$ cat src/rtl/mem_loader_pkg.sv
// Shared constants and state encoding for the byte-stream memory loader.
package mem_loader_pkg;

  localparam int unsigned LANE_W      = 8;
  localparam int unsigned BYTES_PER_W = 4;
  localparam int unsigned WORD_W      = LANE_W * BYTES_PER_W;
  localparam int unsigned LANE_IDX_W  = $clog2(BYTES_PER_W);
  localparam int unsigned CNT_W       = 16;

  typedef logic [LANE_W-1:0] byte_t;

  typedef enum logic [2:0] {
    IDLE,
    LEN_LO,
    LEN_HI,
    DATA,
    CHK,
    FIN,
    ERR
  } state_t;

endpackage

$ cat src/rtl/mem_loader_if.sv
// Byte-stream input and memory write port of the loader.
// master: byte source / memory side, slave: the loader itself.
interface mem_loader_if #(
  parameter int unsigned ADDR_W = 32
);
  import mem_loader_pkg::*;

  byte_t               rx_data;
  logic                rx_valid;
  logic                rx_ready;
  logic                mem_we;
  logic [ADDR_W-1:0]   mem_addr;
  logic [WORD_W-1:0]   mem_wdata;

  modport master (
    output rx_data, rx_valid,
    input  rx_ready, mem_we, mem_addr, mem_wdata
  );

  modport slave (
    input  rx_data, rx_valid,
    output rx_ready, mem_we, mem_addr, mem_wdata
  );

endinterface

$ cat src/rtl/mem_loader_packer.sv
// Byte-to-word packer: little-endian lane fill, word_ready strobes the
// cycle after the fourth byte of a word is accepted.
module mem_loader_packer
  import mem_loader_pkg::*;
(
  input  logic                  clk,
  input  logic                  rst,
  input  logic                  clr,
  input  logic                  byte_en,
  input  byte_t                 byte_in,
  output logic [LANE_IDX_W-1:0] lane,
  output logic [WORD_W-1:0]     word,
  output logic                  word_ready
);

  localparam int unsigned STAGE_W = WORD_W - LANE_W;

  logic [STAGE_W-1:0] stage;

  // Shift lanes in from the top so the first byte ends up in bits 7:0.
  always_ff @(posedge clk) begin
    if (rst) begin
      lane       <= '0;
      stage      <= '0;
      word       <= '0;
      word_ready <= 1'b0;
    end else begin
      word_ready <= 1'b0;
      if (clr) begin
        lane <= '0;
      end else if (byte_en) begin
        if (lane == LANE_IDX_W'(BYTES_PER_W - 1)) begin
          word       <= {byte_in, stage};
          word_ready <= 1'b1;
          lane       <= '0;
        end else begin
          stage <= {byte_in, stage[STAGE_W-1:LANE_W]};
          lane  <= lane + LANE_IDX_W'(1);
        end
      end
    end
  end

endmodule

$ cat src/rtl/mem_loader.sv
// Byte-stream memory loader: holds the CPU in reset, receives a 16-bit word
// count followed by little-endian words, writes them to data memory and
// then releases the CPU. Optional trailing XOR checksum byte enabled by
// defining MEM_LOADER_CHECKSUM_EN.
module mem_loader
  import mem_loader_pkg::*;
#(
  parameter int unsigned DEPTH  = 256,
  parameter int unsigned ADDR_W = 32
) (
  input  logic        clk,
  input  logic        rst,
  input  logic        start,
  mem_loader_if.slave bus,
  output logic        cpu_rst,
  output logic        busy,
  output logic        done,
  output logic        err
);

  state_t                state;
  logic [CNT_W-1:0]      len;
  logic [CNT_W-1:0]      idx;
  logic                  rx_ready_q;
  logic [ADDR_W-1:0]     mem_addr_q;
  logic [LANE_IDX_W-1:0] lane;
  logic [WORD_W-1:0]     word;
  logic                  word_ready;

  logic                  take_c;
  logic                  pack_c;
  logic                  clr_c;
  logic                  last_byte_c;
  logic                  last_word_c;
  logic [CNT_W-1:0]      len_c;

  assign take_c      = bus.rx_valid & rx_ready_q;
  assign pack_c      = take_c && (state == DATA);
  assign clr_c       = start && ((state == IDLE) || (state == ERR));
  assign last_byte_c = pack_c && (lane == LANE_IDX_W'(BYTES_PER_W - 1));
  assign last_word_c = (idx == len - CNT_W'(1));
  assign len_c       = {bus.rx_data, len[LANE_W-1:0]};

  assign bus.rx_ready  = rx_ready_q;
  assign bus.mem_addr  = mem_addr_q;
  assign bus.mem_we    = word_ready;
  assign bus.mem_wdata = word;

  mem_loader_packer u_packer (
    .clk        (clk),
    .rst        (rst),
    .clr        (clr_c),
    .byte_en    (pack_c),
    .byte_in    (bus.rx_data),
    .lane       (lane),
    .word       (word),
    .word_ready (word_ready)
  );

`ifdef MEM_LOADER_CHECKSUM_EN
  byte_t chk;

  // Running XOR of every accepted length and data byte of the session.
  always_ff @(posedge clk) begin
    if (rst || clr_c) begin
      chk <= '0;
    end else if (take_c) begin
      chk <= chk ^ bus.rx_data;
    end
  end
`endif

  // Session FSM; outputs updated on the transitions that change them.
  always_ff @(posedge clk) begin
    if (rst) begin
      state      <= IDLE;
      len        <= '0;
      idx        <= '0;
      rx_ready_q <= 1'b0;
      mem_addr_q <= '0;
      cpu_rst    <= 1'b1;
      busy       <= 1'b0;
      done       <= 1'b0;
      err        <= 1'b0;
    end else begin
      done <= 1'b0;
      unique case (state)
        IDLE, ERR: begin
          if (start) begin
            state      <= LEN_LO;
            idx        <= '0;
            err        <= 1'b0;
            cpu_rst    <= 1'b1;
            busy       <= 1'b1;
            rx_ready_q <= 1'b1;
          end
        end
        LEN_LO: begin
          if (take_c) begin
            len[LANE_W-1:0] <= bus.rx_data;
            state           <= LEN_HI;
          end
        end
        LEN_HI: begin
          if (take_c) begin
            len <= len_c;
            if (len_c == '0) begin
              state      <= FIN;
              rx_ready_q <= 1'b0;
              done       <= 1'b1;
              cpu_rst    <= 1'b0;
            end else if (len_c > CNT_W'(DEPTH)) begin
              state      <= ERR;
              rx_ready_q <= 1'b0;
              err        <= 1'b1;
            end else begin
              state <= DATA;
            end
          end
        end
        DATA: begin
          if (last_byte_c) begin
            mem_addr_q <= ADDR_W'({idx, 2'b00});
            idx        <= idx + CNT_W'(1);
            if (last_word_c) begin
`ifdef MEM_LOADER_CHECKSUM_EN
              state <= CHK;
`else
              state      <= FIN;
              rx_ready_q <= 1'b0;
              done       <= 1'b1;
              cpu_rst    <= 1'b0;
`endif
            end
          end
        end
`ifdef MEM_LOADER_CHECKSUM_EN
        CHK: begin
          if (take_c) begin
            rx_ready_q <= 1'b0;
            if (bus.rx_data == chk) begin
              state   <= FIN;
              done    <= 1'b1;
              cpu_rst <= 1'b0;
            end else begin
              state <= ERR;
              err   <= 1'b1;
            end
          end
        end
`endif
        FIN: begin
          state <= IDLE;
          busy  <= 1'b0;
        end
        default: begin
          state      <= IDLE;
          rx_ready_q <= 1'b0;
          busy       <= 1'b0;
        end
      endcase
    end
  end

endmodule

$ cat src/flat_wrapper.sv
// flat-port wrapper written by rule: the top's interface ports become plain ports
module mem_loader_flat import mem_loader_pkg::*;
#(
  parameter int unsigned DEPTH  = 256,
  parameter int unsigned ADDR_W = 32
)
  (clk, rst, start, cpu_rst, busy, done, err, bus_rx_data, bus_rx_valid, bus_rx_ready, bus_mem_we, bus_mem_addr, bus_mem_wdata);
  mem_loader_if #(.ADDR_W(ADDR_W)) bus_i ();
  input  logic clk;
  input  logic rst;
  input  logic start;
  output logic cpu_rst;
  output logic busy;
  output logic done;
  output logic err;
  input wire logic [$bits(bus_i.rx_data)-1:0] bus_rx_data;
  input wire logic [$bits(bus_i.rx_valid)-1:0] bus_rx_valid;
  output wire logic [$bits(bus_i.rx_ready)-1:0] bus_rx_ready;
  output wire logic [$bits(bus_i.mem_we)-1:0] bus_mem_we;
  output wire logic [$bits(bus_i.mem_addr)-1:0] bus_mem_addr;
  output wire logic [$bits(bus_i.mem_wdata)-1:0] bus_mem_wdata;
  assign bus_i.rx_data = bus_rx_data;
  assign bus_i.rx_valid = bus_rx_valid;
  assign bus_rx_ready = bus_i.rx_ready;
  assign bus_mem_we = bus_i.mem_we;
  assign bus_mem_addr = bus_i.mem_addr;
  assign bus_mem_wdata = bus_i.mem_wdata;
  mem_loader #(.DEPTH(DEPTH), .ADDR_W(ADDR_W)) u_core (.clk(clk), .rst(rst), .start(start), .bus(bus_i), .cpu_rst(cpu_rst), .busy(busy), .done(done), .err(err));
endmodule
$ cat config.mk
export PLATFORM = sky130hd
export DESIGN_NAME = mem_loader_flat
export DESIGN_NICKNAME = d
export VERILOG_FILES = /design/src/rtl/mem_loader_pkg.sv /design/src/rtl/mem_loader_if.sv /design/src/rtl/mem_loader_packer.sv /design/src/rtl/mem_loader.sv /design/src/flat_wrapper.sv
export SDC_FILE = /design/constraint.sdc
export NUM_CORES = 1
export LEC_CHECK = 0
export BUFFER_PORTS_ARGS = -buffer_cell sky130_fd_sc_hd__buf_2
export CAP_MARGIN = 40
export CORE_ASPECT_RATIO = 0.5
export CORE_MARGIN = 8
export CORE_UTILIZATION = 45
export DETAILED_ROUTE_END_ITERATION = 8
export PLACE_DENSITY = 0.66
export RECOVER_POWER = 50
export SLEW_MARGIN = 20
export SYNTH_ARGS = -nofsm -noshare
export SYNTH_HDL_FRONTEND = slang
export SYNTH_SLANG_ARGS = --single-unit
$ cat constraint.sdc
create_clock -name clk -period 5.7 [get_ports clk]
set_input_delay 1.71 -clock clk [delete_from_list [all_inputs] [get_ports clk]]
set_output_delay 1.71 -clock clk [all_outputs]
set_load 0.005 [all_outputs]
==> results.sh, run 1 <==
export IMPL_die_w_um=165.4
export IMPL_cts_resized=0
export IMPL_highest_layer="met4"
export IMPL_drtIter0Drc=284
export IMPL_grt_usage_pct=17.42
export IMPL_crit_path_cell_trace="buf_2, nand2_1, or3_1, clkbuf_1, nand2_1, a21oi_1"
export IMPL_post_cts_setup_buffers=0
export IMPL_cts_sinks=115
export IMPL_core_mm2=0.01095
export IMPL_violations="max-capacitance violations, max-slew violations"
export IMPL_path_clk_slew_ps=50
export IMPL_start_util_pct=45.86
export IMPL_cp_data_required_time_ps=6030
export IMPL_synth_ff_type="dfxtp_1"
export IMPL_worst_pin_slew_ps=2165
export IMPL_final_cells=834
export IMPL_place_inst=803
export IMPL_grt_pass1_vias=4048
export IMPL_rsz0062_at_grt="no"
export IMPL_clock_latency_ps=410
export IMPL_final_common_cell="nand2_1"
export IMPL_syn_cell_area_mm2=0.005020
export IMPL_dieHeight_um=90.69
export IMPL_start_kind="input port"
export IMPL_num_rows=27
export IMPL_root_buffer="clkbuf_16"
export IMPL_final_max_slew_viol_count=83
export IMPL_synth_edf_count=0
export IMPL_finalSetupViolCount=0
export IMPL_p_leak_uw=0.002263
export IMPL_yosys_warnings=0
export IMPL_num_antenna_cells=0
export IMPL_cpMostUsedCell="nand2_1"
export IMPL_arrival_ps=4160
export IMPL_end_kind="flop"
export IMPL_totalWireLength_mm=12.71
export IMPL_h_tree_depth=4
export IMPL_synthCells=627
export IMPL_critPathMaxStageDelay_ps=1520
export IMPL_syn_to_final_growth_pct=17.42
export IMPL_critPathMaxFanout=48
export IMPL_grt_pass1_wl_mm=21.05
export IMPL_synthArstFlopShare_pct=0
export IMPL_holdCritPathClass="flop to flop"
export IMPL_met2_length_mm=5.606
export IMPL_final_core_util_pct=53.85
export IMPL_wl_met1_mm=6.185
export IMPL_fin_crit_sh_pct=67.14
export IMPL_cap_violations=2
export IMPL_drc=0
export IMPL_antenna_found_initial=0
export IMPL_cp_num_buf_inv=2
export IMPL_synth_distinct_cells=48
export IMPL_status="finished, violations left"
export IMPL_yosysSeqAreaShare_pct=45.86
export IMPL_num_nets_final=694
export IMPL_gp_congestion=0.8928
export IMPL_worst_slack_ps=1873
export IMPL_clockBufferDepth=2
export IMPL_irDropWorstVdd_v=0.0001686
export IMPL_cts_hold_buf=0
export IMPL_vias_per_cell=5.269
export IMPL_max_slew_margin_pct=-44.36
export IMPL_final_setup_tns_ps=0
export IMPL_max_freq_ghz=0.2613
export IMPL_overflow=0
export IMPL_path_class="input port to flop"
export IMPL_drt_pass1_iterations=7
export IMPL_port_buffers=65
export IMPL_antenna_left=0
export IMPL_avgRoutedWirePerCell_um=15.24
export IMPL_wl_met3_um=806
export IMPL_die_area_mm2=0.01500
export IMPL_power_density_mw_per_mm2=328.9
export IMPL_clock_skew_ps=7.289
export IMPL_place_ws_ps=1893
export IMPL_fin_crit_ps=3827
export IMPL_grt_max_degree=67
export IMPL_final_cell_mix="156 x nand2_1, 115 x dfxtp_1, 85 x a21oi_1"
export IMPL_drive_gt1_share_pct=10.45
export IMPL_power_uw=1939
export IMPL_ys_seq_elements=115
export IMPL_crit_family="buffers and inverters"
export IMPL_hpwl_mm=8.466
export IMPL_io_pins=82
export IMPL_hold_violations=0
export IMPL_num_vias=4394
export IMPL_synth_area_per_cell_um2=8.006
export IMPL_cts_made_buffers=17
export IMPL_cts_tree="yes"
export IMPL_cp_slowest_cell="clkbuf_1"
## worst min-delay path, delay by kind of cell, from the launching register on
family                 cells  cell delay, ps
AO/OA/AOI/OAI              1              50
buffers and inverters      1              40
flip-flops                 1             300
## stage by stage
stage | cell area, um2 | hold WS (ps)
4_1_cts | 5934 | 445.7
6_report | 5894 | 442.8
3_5_place_dp | 5356 | 439.0
2_1_floorplan | 5076 | 432.1
3_3_place_gp | 5356 | 430.4
5_1_grt | 5894 | 469.6
## cells by family after synthesis
family                     count (synthesis)  synth area share, %
and+or+nand+nor                          272                24.55
AOI/OAI and AO/OA                        123                13.51
DFF                                      115                45.86
buffers and inverters                     62                5.857
xor gates and xnor gates                  33                5.758
muxes                                     17                3.390
adders and majority gates                  4               0.9970
other                                      1              0.07470
## per-layer routing
metal | track usage, % | vias up
li1 | - | 2191
met1 | 23.76 | 2057
met2 | 25.78 | 135
met3 | 3.640 | 11
met4 | 7.903 | 0
met5 | 0 | -
## final cells by class
class / count / area, um2
fillers: 1074 / 5051
multi-input cells: 465 / 2480
flip-flops and latches: 115 / 2302
clock buffers: 22 / 474.2
repair buffers: 71 / 322.8
well taps: 145 / 181.4
clock inverters: 8 / 103.9
inverters: 8 / 30.03
## flip-flops by register name, indices dropped and copies added, names as in the netlist, 2 cells and up
| signal | cells |
|---|---|
| u_core.u_packer.lane | 2 |
| u_core.state | 3 |
| u_core.len | 16 |
| u_core.u_packer.stage | 24 |
| u_core.idx | 16 |
| u_core.bus.mem_addr | 16 |
| u_core.u_packer.word | 32 |
## cells in the mapped netlist (all sizes together) (4+ instances only)
cell type / count / area, um2
or3: 9 / 56.30
and3: 4 / 25.02
nand3: 8 / 40.04
xnor2: 12 / 105.1
nand2: 156 / 585.6
a31oi: 4 / 25.02
inv: 8 / 30.03
nand4: 10 / 62.56
ha: 4 / 50.05
buf: 20 / 136.4
xor2: 21 / 183.9
o21ai: 15 / 75.07
dfxtp: 115 / 2302
nor3: 13 / 92.59
nor2: 45 / 168.9
nor4: 7 / 58.81
mux2i: 17 / 170.2
a21oi: 85 / 425.4
nand2b: 6 / 40.04
clkbuf: 34 / 127.6
## where the power goes
part | switching (uW) | total [uW] | internal [uW]
clock network | 363 | 1040 | 672
logic | 57.2 | 85.7 | 28.4
registers | 7.90 | 818 | 810
total | 428 | 1940 | 1510
## worst paths after layout
check                  startpoint                       end  slack [ps]  cells after the start
setup / recovery     bus_rx_valid  u_core.u_packer.word[19]        1870                      6
hold / removal         u_core.err                u_core.err         440                      2
setup reg to reg  u_core.state[2]  u_core.u_packer.word[19]        2600                      5
hold reg to reg        u_core.err                u_core.err         440                      2
Power figures use the tool's default switching activity.
==> inputs of run 2 (changes only) <==
--- a/config.mk
+++ b/config.mk
@@ -5,6 +5,7 @@
 export SDC_FILE = /design/constraint.sdc
 export NUM_CORES = 1
 export LEC_CHECK = 0
+export ABC_AREA = 1
 export BUFFER_PORTS_ARGS = -buffer_cell sky130_fd_sc_hd__buf_2
 export CAP_MARGIN = 40
 export CORE_ASPECT_RATIO = 0.5
==> constraint.sdc (replaced) <==
create_clock -name clk -period 3.8 [get_ports clk]
set_input_delay 1.14 -clock clk [delete_from_list [all_inputs] [get_ports clk]]
set_output_delay 1.14 -clock clk [all_outputs]
set_load 0.005 [all_outputs]
==> results.sh, run 2 <==
export IMPL_antenna_found_initial=0
export IMPL_port_buffers=65
export IMPL_irDropWorstVdd_v=0.0003447
export IMPL_num_rows=27
export IMPL_synth_area_top_cells="dfxtp_1 45%, nor2_1 10%, nand2_1 8.1%, o21ai_0 7.7%, a21oi_1 6.4%"
export IMPL_p_leak_uw=0.002815
export IMPL_synthArstFlopShare_pct=0
export IMPL_cts_tree="yes"
export IMPL_worst_slack_ps=888.6
export IMPL_power_density_mw_per_mm2=587.6
export IMPL_endpoint="u_core.idx[7]"
export IMPL_end_kind="flop"
export IMPL_fin_crit_ps=2911
export IMPL_totalWireLength_mm=13.92
export IMPL_r2r_slack_ps=1280
export IMPL_r2r_end="u_core.idx[7]"
export IMPL_h_tree_depth=4
export IMPL_clock_skew_ps=7.024
export IMPL_cts_sinks=115
export IMPL_rsz0062_at_grt="no"
export IMPL_finalSetupViolCount=0
export IMPL_hpwl_mm=9.487
export IMPL_num_nets_final=792
export IMPL_n_fill_cell=1085
export IMPL_cts_hold_buf=0
export IMPL_synth_edf_count=0
export IMPL_syn_to_final_growth_pct=17.81
export IMPL_place_ws_ps=872.2
export IMPL_num_vias=4768
export IMPL_drc=0
export IMPL_synth_ff_type="dfxtp_1"
export IMPL_root_buffer="clkbuf_16"
export IMPL_cap_violations=0
export IMPL_final_cells=933
export IMPL_final_cell_mix="141 x nor2_1, 115 x dfxtp_1, 112 x nand2_1"
export IMPL_path_class="input port to flop"
export IMPL_yosysSeqAreaShare_pct=44.89
export IMPL_place_inst=902
export IMPL_synthCells=715
export IMPL_yosysMostFrequentCell="nor2_1"
export IMPL_grt_pass1_vias=4539
export IMPL_die_area_mm2=0.01528
export IMPL_io_pins=82
export IMPL_critPathMaxFanout=27
export IMPL_num_antenna_cells=0
export IMPL_overflow=0
export IMPL_path_clk_slew_ps=50
export IMPL_start_util_pct=46.43
export IMPL_crit_start="bus_rx_valid"
export IMPL_core_mm2=0.01105
export IMPL_multi_input_area_mm2=0.002389
export IMPL_synth_top_area_cell="dfxtp_1"
export IMPL_worst_pin_slew_ps=1102
export IMPL_yosys_warnings=0
export IMPL_grt_max_degree=62
export IMPL_final_common_cell="nor2_1"
export IMPL_vias_per_cell=5.110
export IMPL_cts_made_buffers=17
export IMPL_arrival_ps=3200
export IMPL_avgRoutedWirePerCell_um=14.92
export IMPL_clockBufferDepth=2
export IMPL_cp_data_required_time_ps=4080
export IMPL_reg2reg_depth=13
export IMPL_max_slew_margin_pct=26.56
export IMPL_hold_violations=0
export IMPL_seq_area_mm2=0.002302
export IMPL_ys_seq_elements=115
export IMPL_synth_area_per_cell_um2=7.173
export IMPL_fin_crit_sh_pct=76.62
export IMPL_max_freq_ghz=0.3435
export IMPL_post_cts_setup_buffers=0
export IMPL_synth_top_area_share_pct=44.89
export IMPL_final_max_slew_viol_count=0
export IMPL_syn_cell_area_mm2=0.005129
export IMPL_final_setup_tns_ps=0
export IMPL_synthTopCellsByCount="137 x nor2_1, 115 x dfxtp_1, 111 x nand2_1"
export IMPL_antenna_left=0
export IMPL_synth_distinct_cells=38
export IMPL_grt_pass1_wl_mm=22.85
export IMPL_dieHeight_um=91.49
export IMPL_drtIter0Drc=422
export IMPL_hold_ws_ps=459.4
export IMPL_die_w_um=167.0
export IMPL_gp_congestion=0.8808
export IMPL_reg_top3="u_core.u_packer.word: 32 flops, u_core.u_packer.stage: 24 flops"
export IMPL_drive_gt1_share_pct=10.41
export IMPL_min_delay_start="u_core.u_packer.stage[4]"
export IMPL_worstReg2RegStart="u_core.state[1]"
export IMPL_top_register="u_core.u_packer.word"
export IMPL_clock_latency_ps=410
export IMPL_largest_reg_flops=32
export IMPL_grt_usage_pct=18.33
export IMPL_holdCritPathClass="flop to flop"
export IMPL_drt_pass1_iterations=5
export IMPL_status="completed"
export IMPL_cts_resized=0
export IMPL_start_kind="input port"
[run 2: worst min-delay path by stage]
stage | cells after the start | to | slack, ps
6_report | 2 | u_core.u_packer.stage[4] | 460
5_1_grt | 2 | u_core.cpu_rst | 490
4_1_cts | 2 | u_core.u_packer.stage[4] | 460
3_5_place_dp | 2 | u_core.cpu_rst | 460
3_3_place_gp | 2 | u_core.cpu_rst | 440
2_1_floorplan | 2 | u_core.cpu_rst | 440
[run 2: through the flow]
stage	instance area (um2)	total power (uW)	util [%]
after global routing	6042	3713	54.69
after global placement	5513	1926	49.90
after CTS	6133	3588	55.52
after floorplan	5185	1791	-
after detailed placement	5513	1935	49.90
final	6042	3550	54.69
[run 2: layout make-up]
| cell class | instances | area share, % |
|---|---|---|
| repair buffers | 72 | 5.488 |
| well taps | 145 | 3.003 |
| flip-flops and latches | 115 | 38.10 |
| clock buffers | 22 | 8.180 |
| inverters | 58 | 3.603 |
| multi-input cells | 512 | 39.53 |
| clock inverters | 9 | 2.092 |
[run 2: logic make-up after synthesis]
kind of cell	count (synthesis)	synth area share, %
compound gates	156	15.81
fa+ha+maj	4	0.9759
other cells	1	0.07312
flops	115	44.89
xor+xnor	11	1.878
simple gates	325	27.62
buf+inv	103	8.758
[run 2: where the power goes]
group	total [uW]	switching [uW]	leakage [uW]	internal, uW
registers	1300	45.3	0.000928	1250
clock network	1650	542	0.000308	1110
logic	601	417	0.00158	184
[run 2: worst max-delay path: stages]
cell and delay (ps):
buf_2 70, nand2_1 200, nor2_8 360, nand2_1 150, nand2_2 90, nand3_1 240
nor2_1 280, nand2_2 60, nor2_1 200, nand2_1 140, o21ai_0 180, a21oi_1 60
[run 2: layer usage]
layer  routed length (um)  GRT usage (%)  up-vias
met5                    0              0        -
met1                 6555          23.60     2212
li1                     -              -     2417
met4                   72          4.170        0
met2                 6300          29.54      130
met3                  995          5.915        9
